--- config.mk ---
export PLATFORM = sky130hd
export DESIGN_NAME = lcd_reader
export DESIGN_NICKNAME = d
export VERILOG_FILES = /design/src/rtl/lcd_reader.sv
export SDC_FILE = /design/constraint.sdc
export NUM_CORES = 1
export LEC_CHECK = 0
export BUFFER_PORTS_ARGS = -buffer_cell sky130_fd_sc_hd__buf_2
export CAP_MARGIN = 30
export CORE_ASPECT_RATIO = 1.2
export CORE_MARGIN = 2
export CORE_UTILIZATION = 44
export DETAILED_ROUTE_END_ITERATION = 16
export PLACE_DENSITY = 0.76
export SLEW_MARGIN = 20
export SYNTH_ARGS = -nofsm -noshare
export SYNTH_HDL_FRONTEND = slang
export SYNTH_SLANG_ARGS = --single-unit
--- constraint.sdc ---
create_clock -name clk -period 2.1 [get_ports clk]
set_input_delay 0.105 -clock clk [delete_from_list [all_inputs] [get_ports clk]]
set_output_delay 0.105 -clock clk [all_outputs]
set_load 0.01 [all_outputs]
--- src/rtl/lcd_reader.sv ---
// lcd_reader: Nios II multi-cycle custom instruction that performs HD44780
// read cycles (RW=1). dataa[0] selects RS (0 = busy flag/address,
// 1 = DDRAM/CGRAM data). dataa[1] selects poll mode. Poll mode forces RS=0 and
// repeats status reads until BF=0, or until MAX_POLLS reads have been made.
// This block never drives the LCD data bus. The top level releases the bus
// while lcd_rw=1.
//
// Ports
//   clk          system clock
//   reset        asynchronous, active-low reset
//   clk_en       CI clock enable; everything freezes while low
//   start        CI start, accepted only in IDLE
//   dataa        [0] RS select, [1] poll mode; other bits ignored
//   datab        ignored
//   result       [7:0] byte read, [23:16] polls used, [31] timeout
//   done         one-cycle completion pulse, result valid from this cycle
//   lcd_data_in  DB7..DB0 from the pad
//   lcd_rs       register select
//   lcd_rw       1 while a read cycle is in progress
//   lcd_enable   E strobe
module lcd_reader #(
  parameter int SETUP_CYC   = 3,
  parameter int EHIGH_CYC   = 13,
  parameter int RECOVER_CYC = 25,
  parameter int MAX_POLLS   = 255
) (
  input  logic        clk,
  input  logic        reset,
  input  logic        clk_en,
  input  logic        start,
  input  logic [31:0] dataa,
  input  logic [31:0] datab,
  output logic [31:0] result,
  output logic        done,
  input  logic [7:0]  lcd_data_in,
  output logic        lcd_rs,
  output logic        lcd_rw,
  output logic        lcd_enable
);

  localparam logic [15:0] SETUP_LAST   = 16'(SETUP_CYC - 1);
  localparam logic [15:0] EHIGH_LAST   = 16'(EHIGH_CYC - 1);
  localparam logic [15:0] RECOVER_LAST = 16'(RECOVER_CYC - 1);
  localparam logic [7:0]  POLL_LIMIT   = 8'(MAX_POLLS);

  typedef enum logic [2:0] {
    S_IDLE,
    S_SETUP,
    S_EHIGH,
    S_RECOVER,
    S_FINISH
  } state_t;

  state_t      state, state_d;
  logic [15:0] cnt, cnt_d;
  logic        poll, poll_d;
  logic [7:0]  polls, polls_d;
  logic [7:0]  rd_byte, rd_byte_d;
  logic        timeout, timeout_d;
  logic [31:0] result_d;
  logic        done_d;
  logic        rs_d, rw_d, en_d;

  // datab and dataa[31:2] are part of the CI interface but carry nothing here.
  logic unused_inputs;
  assign unused_inputs = ^{datab, dataa[31:2]};

  // All LCD strobes are registered so that an asynchronous reset drops them
  // at once. clk_en gates every register, which gives an exact freeze and
  // resume.
  always_ff @(posedge clk or negedge reset) begin
    if (!reset) begin
      state      <= S_IDLE;
      cnt        <= '0;
      poll       <= 1'b0;
      polls      <= '0;
      rd_byte    <= '0;
      timeout    <= 1'b0;
      result     <= '0;
      done       <= 1'b0;
      lcd_rs     <= 1'b0;
      lcd_rw     <= 1'b0;
      lcd_enable <= 1'b0;
    end else if (clk_en) begin
      state      <= state_d;
      cnt        <= cnt_d;
      poll       <= poll_d;
      polls      <= polls_d;
      rd_byte    <= rd_byte_d;
      timeout    <= timeout_d;
      result     <= result_d;
      done       <= done_d;
      lcd_rs     <= rs_d;
      lcd_rw     <= rw_d;
      lcd_enable <= en_d;
    end
  end

  always_comb begin
    state_d   = state;
    cnt_d     = cnt;
    poll_d    = poll;
    polls_d   = polls;
    rd_byte_d = rd_byte;
    timeout_d = timeout;
    result_d  = result;
    done_d    = 1'b0;
    rs_d      = lcd_rs;
    rw_d      = lcd_rw;
    en_d      = lcd_enable;

    unique case (state)
      S_IDLE: begin
        if (start) begin
          // lcd_rs doubles as the latched RS select for the whole operation.
          rs_d      = dataa[0] & ~dataa[1];
          poll_d    = dataa[1];
          polls_d   = '0;
          timeout_d = 1'b0;
          cnt_d     = '0;
          rw_d      = 1'b1;
          en_d      = 1'b0;
          state_d   = S_SETUP;
        end
      end

      S_SETUP: begin
        if (cnt == SETUP_LAST) begin
          cnt_d   = '0;
          en_d    = 1'b1;
          state_d = S_EHIGH;
        end else begin
          cnt_d = cnt + 16'd1;
        end
      end

      S_EHIGH: begin
        if (cnt == EHIGH_LAST) begin
          cnt_d     = '0;
          en_d      = 1'b0;
          rd_byte_d = lcd_data_in;
          // Compare before incrementing so the count can never pass the limit.
          if (polls != POLL_LIMIT) begin
            polls_d = polls + 8'd1;
          end
          state_d = S_RECOVER;
        end else begin
          cnt_d = cnt + 16'd1;
        end
      end

      S_RECOVER: begin
        if (cnt == RECOVER_LAST) begin
          cnt_d = '0;
          if (poll && rd_byte[7]) begin
            if (polls < POLL_LIMIT) begin
              state_d = S_SETUP;
            end else begin
              timeout_d = 1'b1;
              state_d   = S_FINISH;
            end
          end else begin
            state_d = S_FINISH;
          end
        end else begin
          cnt_d = cnt + 16'd1;
        end
      end

      S_FINISH: begin
        result_d = {timeout, 7'b0, polls, 8'b0, rd_byte};
        done_d   = 1'b1;
        rw_d     = 1'b0;
        rs_d     = 1'b0;
        en_d     = 1'b0;
        state_d  = S_IDLE;
      end

      default: begin
        state_d = S_IDLE;
        cnt_d   = '0;
        rw_d    = 1'b0;
        rs_d    = 1'b0;
        en_d    = 1'b0;
      end
    endcase
  end

endmodule

After elaboration in Yosys (flattened, before gate mapping)
Cells that the tools add are included.
{ "classes": {"add_sub_neg": 2, "eq_ne": 15, "n_bitwise": 5, "order_cmp": 1, "n_mux": 29, "n_reduce_logical": 14} }
{ "op_table": {"columns": ["operator", "n"], "rows": [
  ["16-bit case mux with 5 select lines", 1],
  ["16-bit 2-to-1 mux", 4],
  ["8-bit 2-to-1 mux", 3],
  ["3-bit 2-to-1 mux", 6],
  ["16-bit by 1-bit adder with 16-bit output (second input constant)", 1],
  ["16-bit by 2-bit == test with 1-bit output (second input constant)", 1],
  ["16-bit by 4-bit == test with 1-bit output (second input constant)", 1],
  ["16-bit by 5-bit == test with 1-bit output (second input constant)", 1],
  ["8-bit case mux with 2 select lines", 1],
  ["5-bit AND reduction", 3],
  ["2-bit inequality test (second input constant)", 7],
  ["3-bit case mux with 4 select lines", 1],
  ["3-bit AND reduction", 4],
  ["1-bit 2-to-1 mux", 9],
  ["8-bit by 1-bit adder with 8-bit output (second input constant)", 1],
  ["8-bit less-than comparator (second input constant)", 1],
  ["8-bit inequality test (second input constant)", 1],
  ["3-bit by 2-bit == test with 1-bit output (second input constant)", 2],
  ["1-bit case mux with 2 select lines", 3],
  ["6-bit AND reduction", 1],
  ["1-bit NOT", 4],
  ["1-bit case mux with 4 select lines", 1],
  ["2-bit nonzero test", 2],
  ["3-bit by 1-bit == test with 1-bit output (second input constant)", 1],
  ["other kinds (6)", 6]
]} }
{ "word_totals": {"ff_bits": 58, "input_bits": 76} }

Longest topological paths before layout
Gate-level depths: netlist of run 1.
{ "logic_depth": {"ltp_word": 5, "depth_mapped": 8, "mapped_depth_nobuf": 7} }

Least setup slack after synthesis of run 1
Ideal clock, no wire load.
{ "synth_timing": {"path_kind": "register to register", "from": "register cnt[10]", "to": "register state[0]", "n_path_buf": 0, "arrival_ps": 2001, "synth_period_minus_slack_ps": 2126, "path_stages_with_launch": 6, "setup_time_ps": 125, "setup_slack_ps": -26, "cell_sequence": "dfrtp_1 > or4_4 > a2111oi_0 > o31ai_1 > nor2_1 > mux2_2"} }
{ "synth_between": {"elab_chain_cells": 3} }
{ "synth_rtl": {"columns": ["item", "line", "source"], "rows": [
  ["from (decl)", "55", "logic [15:0] cnt, cnt_d;"],
  ["from (signal assigned)", "86", "cnt <= cnt_d;"],
  ["16-bit by 4-bit == test with 1-bit output, or another cell as far along", "138", "if (cnt == EHIGH_LAST) begin"],
  ["2-bit inequality test (no source line)", null, null],
  ["5-bit AND reduction (no source line) (*)", null, null],
  ["to (signal assigned)", "85", "state <= state_d;"],
  ["to (decl)", "54", "state_t state, state_d;"]
]} }
Every way passes the cells marked *; elsewhere a longest branch is shown, timed or not.
A chain may end at the register's enable or synchronous reset.

Final worst setup path of run 1
{ "layout_timing": {"from": "register cnt[8]", "to": "register polls[6]"} }
{ "layout_between": {"elab_chain_cells": 3} }
{ "layout_rtl": {"columns": ["item", "line", "source"], "rows": [
  ["16-bit by 4-bit == test with 1-bit output", "138", null],
  ["2-bit inequality test (no source line)", null, null],
  ["5-bit AND reduction (no source line)", null, null],
  ["to (signal assigned)", "88", "polls <= polls_d;"],
  ["to (decl)", "57", "logic [7:0] polls, polls_d;"]
]} }
No other way between the ends.

==> results of run 1 <==
[final cells by class]
type	instances	area [um2]	share of cell area
timing repair buffer	85	593	0.150
tap	85	106	0.0269
sequential	58	1450	0.368
inverter	8	30.0	0.00760
clock inverter	6	41.3	0.0105
clock buffer	10	138	0.0349
multi-input combinational	202	1590	0.402
[cells by family (layout without fill, tap and decap cells)]
kind of cell | count (synthesis) | count (layout) | share of synthesized area
other cells | 1 | 15 | 0.00127
mux | 28 | 28 | 0.107
flops | 58 | 58 | 0.492
compound gates | 48 | 48 | 0.104
buf+inv | 36 | 109 | 0.0662
xor+xnor | 10 | 10 | 0.0297
fa+ha+maj | 4 | 4 | 0.0170
simple gates | 97 | 97 | 0.183
[flip-flops by register name (all words and copies together), names as in the netlist]
name / cells
result: 17
cnt: 16
polls: 8
rd_byte: 8
state: 3
done: 1
lcd_enable: 1
lcd_rs: 1
lcd_rw: 1
poll: 1
timeout: 1
[metrics by stage]
stage / instances / worst slack (ns) / util
final: 454 / -0.108 / 0.613
after global routing: 454 / -0.205 / 0.613
after CTS: 454 / -0.149 / 0.590
after detailed placement: 428 / -0.178 / 0.535
after global placement: 428 / -0.0948 / 0.535
after floorplan: 296 / 0.0336 / -
[worst paths after layout]
kind | startpoint | endpoint | slack, ns | cells past startpoint
min in group asynchronous | reset | polls[7] | 0.44 | 3
max in group asynchronous | reset | cnt[7] | 1.17 | 3
worst max-delay path | cnt[8] | polls[6] | -0.11 | 6
worst min-delay path | lcd_data_in[1] | rd_byte[1] | 0.01 | 2
worst max register to register | cnt[8] | polls[6] | -0.11 | 6
worst min register to register | done | done | 0.49 | 1
[critical path: stages (launching register included)]
cell	delay, ns
dfrtp_1	0.38
or4_4	0.56
nor4b_4	0.32
a31oi_2	0.16
buf_6	0.16
or4_4	0.42
a21oi_2	0.14
[routing by layer]
layer	vias to the layer above	part of all wire	wire, um
li1	1143	-	-
met4	0	0.025	173
met1	1215	0.39	2700
met5	-	0	0
met3	18	0.037	252
met2	73	0.54	3720
[power breakdown]
group	internal, uW	leakage [uW]	switching, uW
clock network	459	0.0000847	463
registers	1230	0.000768	86.5
logic	410	0.00101	410
total	2100	0.00186	960
[cells in the final DEF (no fill, tap or decap), types with 6 or more instances in the layout]
cell type,n
nor2_4,9
buf_6,6
nand3_1,12
dfrtp_1,58
xnor2_1,8
buf_2,34
nand2_1,16
o21ai_1,7
mux2_4,10
nor2_1,11
clkbuf_8,10
conb_1,15
inv_1,8
dlygate4sd3_1,7
mux2_2,18
buf_4,38
[what timing repair did]
action / 4_1_cts / 5_1_grt
hold buffers: 7 / 0
gates resized for setup: 25 / 41
setup buffers: 4 / 1
endpoints found under the hold margin: 64 / 0
pin swaps: 13 / 22
setup endpoints to repair: 20 / 35
==> reports/summary.txt, run 1 <==
run status: finished, violations left
failing checks: setup timing
nets: 444
Die H: 93.7 um
Worst slew margin: 0.512
Initial DRC Count: 134
fin. max-slew vios: 0
Via Count: 2449
Max IR drop VDD: 457 uV
crit path capture type: flop
final worst slack: -0.108 ns
die area: 7380 um2
ANT cells: 0
Lkg Pwr: 0.00186 uW
overall global routing resource usage: 0.189
Final TNS setup: -1.30 ns
Worst Clk Skew: 0.00762 ns
min-delay worst type: in -> reg
critical path type: reg -> reg
Final GP Congestion: 0.824
M2 GR Usage: 0.346
ys flop type: dfrtp_1
startpoint types: flop
clock buffer depth: 2
Netlist cell types: 49
clk root buf: clkbuf_8
Synth area leader: dfrtp_1
Pre-antenna DRT Iters: 4
first-pass GRT wire length: 10.8 mm
CORE AREA: 6450 um2
Max Cap Viol: 0
met1 Use GR: 0.210
CTS H-tree depth: 3
Synth Area per Inst: 10.5 um2
largest net degree at the start of global routing: 59
initial antenna violation count: 0
Routed WL per cell: 15.1 um
aggregate global routing overflow: 0
dpl hpwl: 4.66 mm
EDFF count, synth: 0
Routed Antenna Nets: 0
Yosys top cell area share: 0.492
Clock Latency Late Sink: 0.34 ns
number of CTS-inserted buffers: 9
I/O Pins: 112
synth top area cells: dfrtp_1 (49%), mux2_2 (11%), buf_4 (3.8%)
CTS tree: done
Required @ worst endpoint: 2.37 ns
met3 GRT Util: 0.0404
Hold WS: 0.0116 ns
vias in the first global route: 2399
Seq/Total Area, Yosys: 0.492
Cells after Synth: 282
Die W: 78.8 um
synthesized area: 2950 um2
synth cell count leaders: dfrtp_1 (58), mux2_2 (28), nor2_1 (22), nand2_1 (17), buf_4 (15)
# fillers: 500
cell with the most instances after synthesis: dfrtp_1
PD cells: 774 nW/um2
area post-placement: 3450 um2
Layout Area Growth over Synthesis: 33.8%
number of remaining DRC errors: 0
# clock sinks: 58
register bit total from synthesis: 58
final wirelength: 6.85 mm
worst slew pin tran: 0.732 ns
asr flop ratio synth: 1.00
ratio of cells with drive above 1 in the final layout: 0.434
Power Total: 3060 uW
num rows: 32
Final Hold Fails: 0
RSZ-0062 raised after global routing: true
port buffer count: 34
Final period util: 1.05
Initial Utilization: 0.458
worst-path fanout max: 7
Max Fclk: 0.453 GHz
Worst-path clk slew: 0.07 ns
final setup vio count: 26
Via density: 5.39
Ys Warns: 0
Worst EP arrival: 2.47 ns
Final Critical Period: 2.21 ns
busiest layer in global routing: met2
fin area: 3950 um2
(Power assumes the default switching activity.)
==> inputs of run 2 (changes only) <==
Settings changed: ABC_AREA set to 1, CORE_UTILIZATION 44 to 45, PLACE_DENSITY 0.76 to unset, PLACE_DENSITY_LB_ADDON set to 0.2.
==> run 2 against run 1 <==
Net effect: the flow now finishes without violations; sequential cell count is the same; clock skew grew 0.0026 ns; die area grew 3.2%; fmax grew 25%; count of clock-buffer cells in the layout grew 1; highest routed layer unchanged.
==> reports/summary.txt, run 2 <==
run status: complete, no violations
first-pass GRT wire length: 11.2 mm (+3.9%)
initial antenna violation count: 0 (unchanged)
Worst EP arrival: 1.99 ns (-0.48 ns)
PD cells: 951 nW/um2 (+23%)
met1 Use GR: 0.235 (+0.0248)
RSZ-0062 raised after global routing: false
Final TNS setup: 0 ns (+1.30 ns)
Worst Clk Skew: 0.0102 ns (+0.00263 ns)
most common cell after layout, fill and taps aside: nand2_1
max FFs per register: 17 (unchanged)
Max IR drop VDD: 589 uV (+29%)
die area: 7620 um2 (+3.2%)
cell with the most instances after synthesis: nand2_1
CTS H-tree depth: 3 (unchanged)
leading cell types in the layout, fill and taps excluded: nand2_1 (102), dfrtp_1 (58), nor2_1 (55)
Layout Area Growth over Synthesis: 14.9%
Die W: 80 um (+1.6%)
Seq/Total Area, Yosys: 0.465 (-0.0266)
CTS tree: done
ANT cells: 0 (unchanged)
Final Hold Fails: 0 (unchanged)
synth cell count leaders: nand2_1 (102), dfrtp_1 (58), nor2_1 (55), inv_1 (44), nand3_1 (25)
Max Fclk: 0.564 GHz (+25%)
worst slew pin tran: 0.568 ns (-0.163 ns)
Synth area leader: dfrtp_1
ys flop type: dfrtp_1
Via density: 4.73 (-12%)
fin area: 3580 um2 (-9.2%)
Required @ worst endpoint: 2.32 ns (-0.05 ns)
fin. max-slew vios: 0 (unchanged)
Synth Area per Inst: 7.94 um2 (-24%)
Routed WL per cell: 11.7 um (-22%)
Routed Antenna Nets: 0 (unchanged)
register bit total from synthesis: 58 (unchanged)
overall global routing resource usage: 0.190 (about the same)
Initial Utilization: 0.461 (+0.00296)
ratio of cells with drive above 1 in the final layout: 0.167 (-0.267)
Via Count: 2509 (+2.4%)
# fillers: 674 (+35%)
Worst slew margin: 0.621 (+0.109)
Ys Warns: 0 (unchanged)
synth top area cells: dfrtp_1 (47%), nand2_1 (12%), nor2_1 (6.6%)
area post-placement: 3340 um2 (-3.2%)
largest net degree at the start of global routing: 37 (-37%)
busiest layer in global routing: met2
# clock sinks: 58 (unchanged)
Pre-antenna DRT Iters: 5 (+1)
Yosys top cell area share: 0.465 (-0.0266)
clock buffer depth: 2 (unchanged)
final wirelength: 6.22 mm (-9.2%)
worst-path fanout max: 15 (+8)
clk root buf: clkbuf_8
critical path type: reg -> reg
Die H: 95.2 um (+1.6%)
Final Critical Period: 1.77 ns (-0.437 ns)
Cells after Synth: 393 (+39%)
Final GP Congestion: 0.840 (+2.0%)
synthesized area: 3120 um2 (+5.7%)
Netlist cell types: 31 (-37%)
WHS Path Cells: 3 (+1)
reg2reg setup slack: 0.33 ns (+0.44 ns)
Max Cap Viol: 0 (unchanged)
num rows: 33 (+3.1%)
met3 GRT Util: 0.0492 (+0.00886)
port buffer count: 34 (unchanged)
final setup vio count: 0 (-100%)
Final period util: 0.844 (-0.208)
I/O Pins: 112 (unchanged)
crit path cell chain: inv_1, ha_1, nand2_1, inv_1, nand2_1, nor2_1, nand2_1, nand2_2, nand2_4, nor2_8, inv_1, nand2_1, nand2_1
crit path capture type: flop
cell mode on critical path: nand2_1
Initial DRC Count: 111 (-17%)
vias in the first global route: 2472 (+3.0%)
asr flop ratio synth: 1.00 (unchanged)
number of remaining DRC errors: 0 (unchanged)
EDFF count, synth: 0 (unchanged)
nets: 518 (+17%)
dpl hpwl: 4.43 mm (-4.9%)
CORE AREA: 6770 um2 (+5.0%)
Critical-path top delay cell: dfrtp_1
Worst-path clk slew: 0.07 ns (about the same)
Clock Latency Late Sink: 0.34 ns (about the same)
Lkg Pwr: 0.00182 uW (-1.9%)
biggest regs: result x17, cnt x16
Biggest register: result
CP peak stage delay: 0.41 ns (-0.15 ns)
M2 GR Usage: 0.308 (-0.0385)
number of CTS-inserted buffers: 9 (unchanged)
startpoint types: flop
min-delay worst type: in -> reg
cells on worst reg2reg path: 13 (+7)
aggregate global routing overflow: 0 (unchanged)
==> run 2: cell types whose count changed after synthesis, sizes merged, moves of 7 or more <==
cell,before,now
nand2,17,105
inv,8,45
nor2,22,59
mux2,28,9
o21ai,14,30
nand3,12,27
xor2,2,13
clkbuf,9,1
o31ai,7,0
==> run 2: layer usage <==
metal  vias up  wire length (um)
met1      1146              2930
met2        60              2900
met3         8               290
met4         0                95
met5         -                 0
li1       1295                 -
==> run 2: power by group <==
group | total [uW] | leakage (uW) | switching (uW) | internal (uW)
Combinational | 989 | 0.000924 | 659 | 330
Sequential | 1410 | 0.000797 | 144 | 1260
Clock | 1010 | 0.000103 | 437 | 576
Total | 3410 | 0.00182 | 1240 | 2170
==> run 2: timing repair <==
item | 4_1_cts | 5_1_grt
setup endpoints to repair | 0 | 8
hold endpoints to repair | 25 | 0
hold buffers | 4 | 0
setup buffers | 0 | 0
resized for setup | 0 | 1
==> run 2: final timing paths <==
check,start,endpoint
worst max-delay path,cnt[0],polls[0]
worst min-delay path,lcd_data_in[0],rd_byte[0]
worst max register to register,cnt[0],polls[0]
worst min register to register,result[18],result[18]
max in group asynchronous,reset,polls[7]
min in group asynchronous,reset,cnt[10]
==> run 2: final cells by class <==
class	instances	area (um2)	share of cell area
Timing Repair Buffer	42	253	0.0705
Clock buffer	11	141	0.0394
Clock inverter	5	53.8	0.0150
Inverter	45	169	0.0471
Multi-Input combinational cell	282	1410	0.393
Tap cell	87	109	0.0304
Sequential cell	58	1450	0.405
==> run 2: through the flow <==
stage	util	hold slack (ns)	setup WS, ns	instances	power (uW)
after CTS	0.527	0.00183	0.233	529	3420
after global placement	0.493	0.127	0.272	509	2360
after detailed placement	0.493	0.137	0.243	509	2380
after global routing	0.529	0.0256	0.0872	530	3670
after floorplan	-	-0.191	0.533	407	2130
final	0.529	0.0119	0.328	530	3410
==> run 2: cell families (layout without fill, tap and decap cells) <==
group / Yosys count / count (layout) / synth area share
muxes: 9 / 9 / 0.0325
other: 1 / 15 / 0.00120
AOI/OAI and AO/OA: 38 / 38 / 0.0634
xor gates and xnor gates: 15 / 15 / 0.0421
buffers and inverters: 68 / 103 / 0.105
and+or+nand+nor: 200 / 201 / 0.275
DFF: 58 / 58 / 0.465
adders and majority gates: 4 / 4 / 0.0160
==> run 2: critical path, delay by kind of cell, from the launching register on <==
family	cells	cell delay, ns
adders and majority gates	1	0.15
buffers and inverters	3	0.25
DFF	1	0.41
and+or+nand+nor	9	0.84
==> inputs of run 3 (changes only) <==
Settings changed: CORE_UTILIZATION 45 to 50.
Clock period 2.1 ns to 1.7 ns, I/O delays scaled along.
==> run 3 against run 2 <==
Net effect: wire length rose by 6.6%; setup slack worse by 0.25 ns; die area is 9.6% lower; clock skew shrank 0.0042 ns; sequential cell count stayed put; largest power group is now combinational logic; highest routed layer unchanged.
==> reports/summary.txt, run 3 (synthesized netlist as in run 2, its figures left out) <==
Die W: 76.1 um (-4.9%)
max FFs per register: 17 (unchanged)
# fillers: 523 (-22%)
Layout Area Growth over Synthesis: 26.8%
first-pass GRT wire length: 11.5 mm (+3.1%)
die area: 6890 um2 (-9.6%)
crit path capture type: flop
reg2reg setup slack: 0.08 ns (-0.25 ns)
Max IR drop VDD: 843 uV (+43%)
Core Util, Final: 0.653 (+0.124)
num rows: 31 (-6.1%)
Worst slew margin: 0.647 (+0.0260)
Setup WS pre-CTS: 0.0298 ns (-0.213 ns)
Pre-antenna DRT Iters: 4 (-1)
Final GP Congestion: 0.823 (-2.0%)
Die H: 90.5 um (-4.9%)
Final period util: 0.954 (+0.110)
Initial DRC Count: 133 (+20%)
Clock Latency Late Sink: 0.33 ns (about the same)
clk root buf: clkbuf_8
ratio of cells with drive above 1 in the final layout: 0.257 (+0.0897)
Met2 Wirelength: 3.17 mm (+9.4%)
final setup vio count: 0 (unchanged)
largest net degree at the start of global routing: 38 (+2.7%)
clock buffer depth: 2 (unchanged)
final wirelength: 6.63 mm (+6.6%)
RR Endpoint: polls[4]
run status: complete, no violations
Lkg Pwr: 0.00200 uW (+9.8%)
Worst-path clk slew: 0.07 ns (about the same)
Worst Clk Skew: 0.00605 ns (-0.00419 ns)
Critical Path End: polls[4]
fin. max-slew vios: 0 (unchanged)
ANT cells: 0 (unchanged)
worst slew pin tran: 0.529 ns (-0.0390 ns)
Worst R2R Start: cnt[0]
Via density: 4.73 (about the same)
overall global routing resource usage: 0.204 (+0.0143)
number of remaining DRC errors: 0 (unchanged)
aggregate global routing overflow: 0 (unchanged)
startpoint types: flop
nets: 554 (+6.9%)
non-filler cells, final: 561 (+5.8%)
final worst slack: 0.0784 ns (-0.250 ns)
top routing layer used: met4
Routed WL per cell: 11.8 um (+0.70%)
leading cell types in the layout, fill and taps excluded: nand2_1 (96), dfrtp_1 (57), nor2_1 (51)
dpl hpwl: 4.50 mm (+1.6%)
Worst EP arrival: 1.88 ns (-0.11 ns)
Routed Antenna Nets: 0 (unchanged)
most common cell after layout, fill and taps aside: nand2_1
Via Count: 2654 (+5.8%)
wl on met1: 3.05 mm (+4.0%)
Final Critical Period: 1.62 ns (-0.150 ns)
worst-path fanout max: 7 (-8)
placed insts: 526 (+3.3%)
Initial Utilization: 0.516 (+0.0549)
# clock sinks: 58 (unchanged)
cells on worst reg2reg path: 13 (unchanged)
crit path from: cnt[0]
CORE AREA: 6050 um2 (-11%)
RSZ-0062 raised after global routing: true
min-delay worst type: in -> reg
critical path type: reg -> reg
port buffer count: 34 (unchanged)
Final TNS setup: 0 ns (unchanged)
vias in the first global route: 2629 (+6.4%)
Max Cap Viol: 0 (unchanged)
CTS tree: done
PD cells: 1170 nW/um2 (+23%)
Final Hold Fails: 0 (unchanged)
biggest regs: result x17, cnt x16
Biggest register: result
initial antenna violation count: 0 (unchanged)
Max Fclk: 0.617 GHz (+9.3%)
Required @ worst endpoint: 1.96 ns (-0.36 ns)
number of CTS-inserted buffers: 9 (unchanged)
CTS H-tree depth: 3 (unchanged)
I/O Pins: 112 (unchanged)
WL met3: 308 um (+6.2%)
## run 3: cell count changes in the layout (fill, tap and decap cells not counted), sizes merged
cell	previous run	this run
buf	38	68
bufinv	1	0
clkinv	4	3
clkinvlp	0	2
dlygate4sd3	4	9
nor2	60	61
## run 3: power by group
group | internal (uW) | switching [uW]
Clock | 560 | 555
Sequential | 1560 | 159
Combinational | 736 | 1040
Total | 2860 | 1750
## run 3: what timing repair did
| item | 4_1_cts | 5_1_grt |
|---|---|---|
| buffers inserted | 0 | 8 |
| gates resized for setup | 0 | 32 |
| hold buffers | 9 | 0 |
| setup endpoints to repair | 0 | 34 |
| hold endpoints to repair | 29 | 0 |
## run 3: metal layers
metal | up-vias | GRT usage
met4 | 0 | 0.0803
met1 | 1222 | 0.262
met3 | 8 | 0.0510
li1 | 1367 | -
met2 | 57 | 0.332
met5 | - | 0
## run 3: how the worst min path moves through the flow
| stage | startpoint | end | cells past startpoint |
|---|---|---|---|
| final | lcd_data_in[6] | rd_byte[6] | 3 |
| after global placement | reset | cnt[10] | 1 |
| after floorplan | reset | cnt[0] | 0 |
| after detailed placement | reset | cnt[10] | 1 |
| after CTS | lcd_data_in[6] | rd_byte[6] | 3 |
| after global routing | lcd_data_in[6] | rd_byte[6] | 3 |
## run 3: area by class of cell
class | instances | area [um2] | share of cell area
repair buffers | 77 | 552 | 0.140
clock buffers | 11 | 141 | 0.0358
clock inverters | 5 | 30.0 | 0.00759
flip-flops and latches | 58 | 1450 | 0.367
well taps | 82 | 103 | 0.0259
inverters | 45 | 169 | 0.0427
multi-input cells | 283 | 1510 | 0.381
## run 3: critical path: stages (launching register included)
cell and delay, ns:
dfrtp_1 0.39, inv_2 0.08, ha_4 0.12, nand2_2 0.05, inv_2 0.05, nand2_2 0.06
nor2_4 0.12, nand2_2 0.07, nand2_4 0.11, nand2_8 0.08, nor2_8 0.16, buf_6 0.15
nand2_1 0.05, o21ai_1 0.06
## run 3: stage by stage
stage	power (uW)	hold WS, ns	cell area, um2
global placement	3060	0.0947	3510
finish	4610	0.0181	3950
CTS	4220	0.00911	3770
floorplan	2630	-0.211	3170
detailed placement	3070	0.100	3510
global route	4940	0.0425	3950
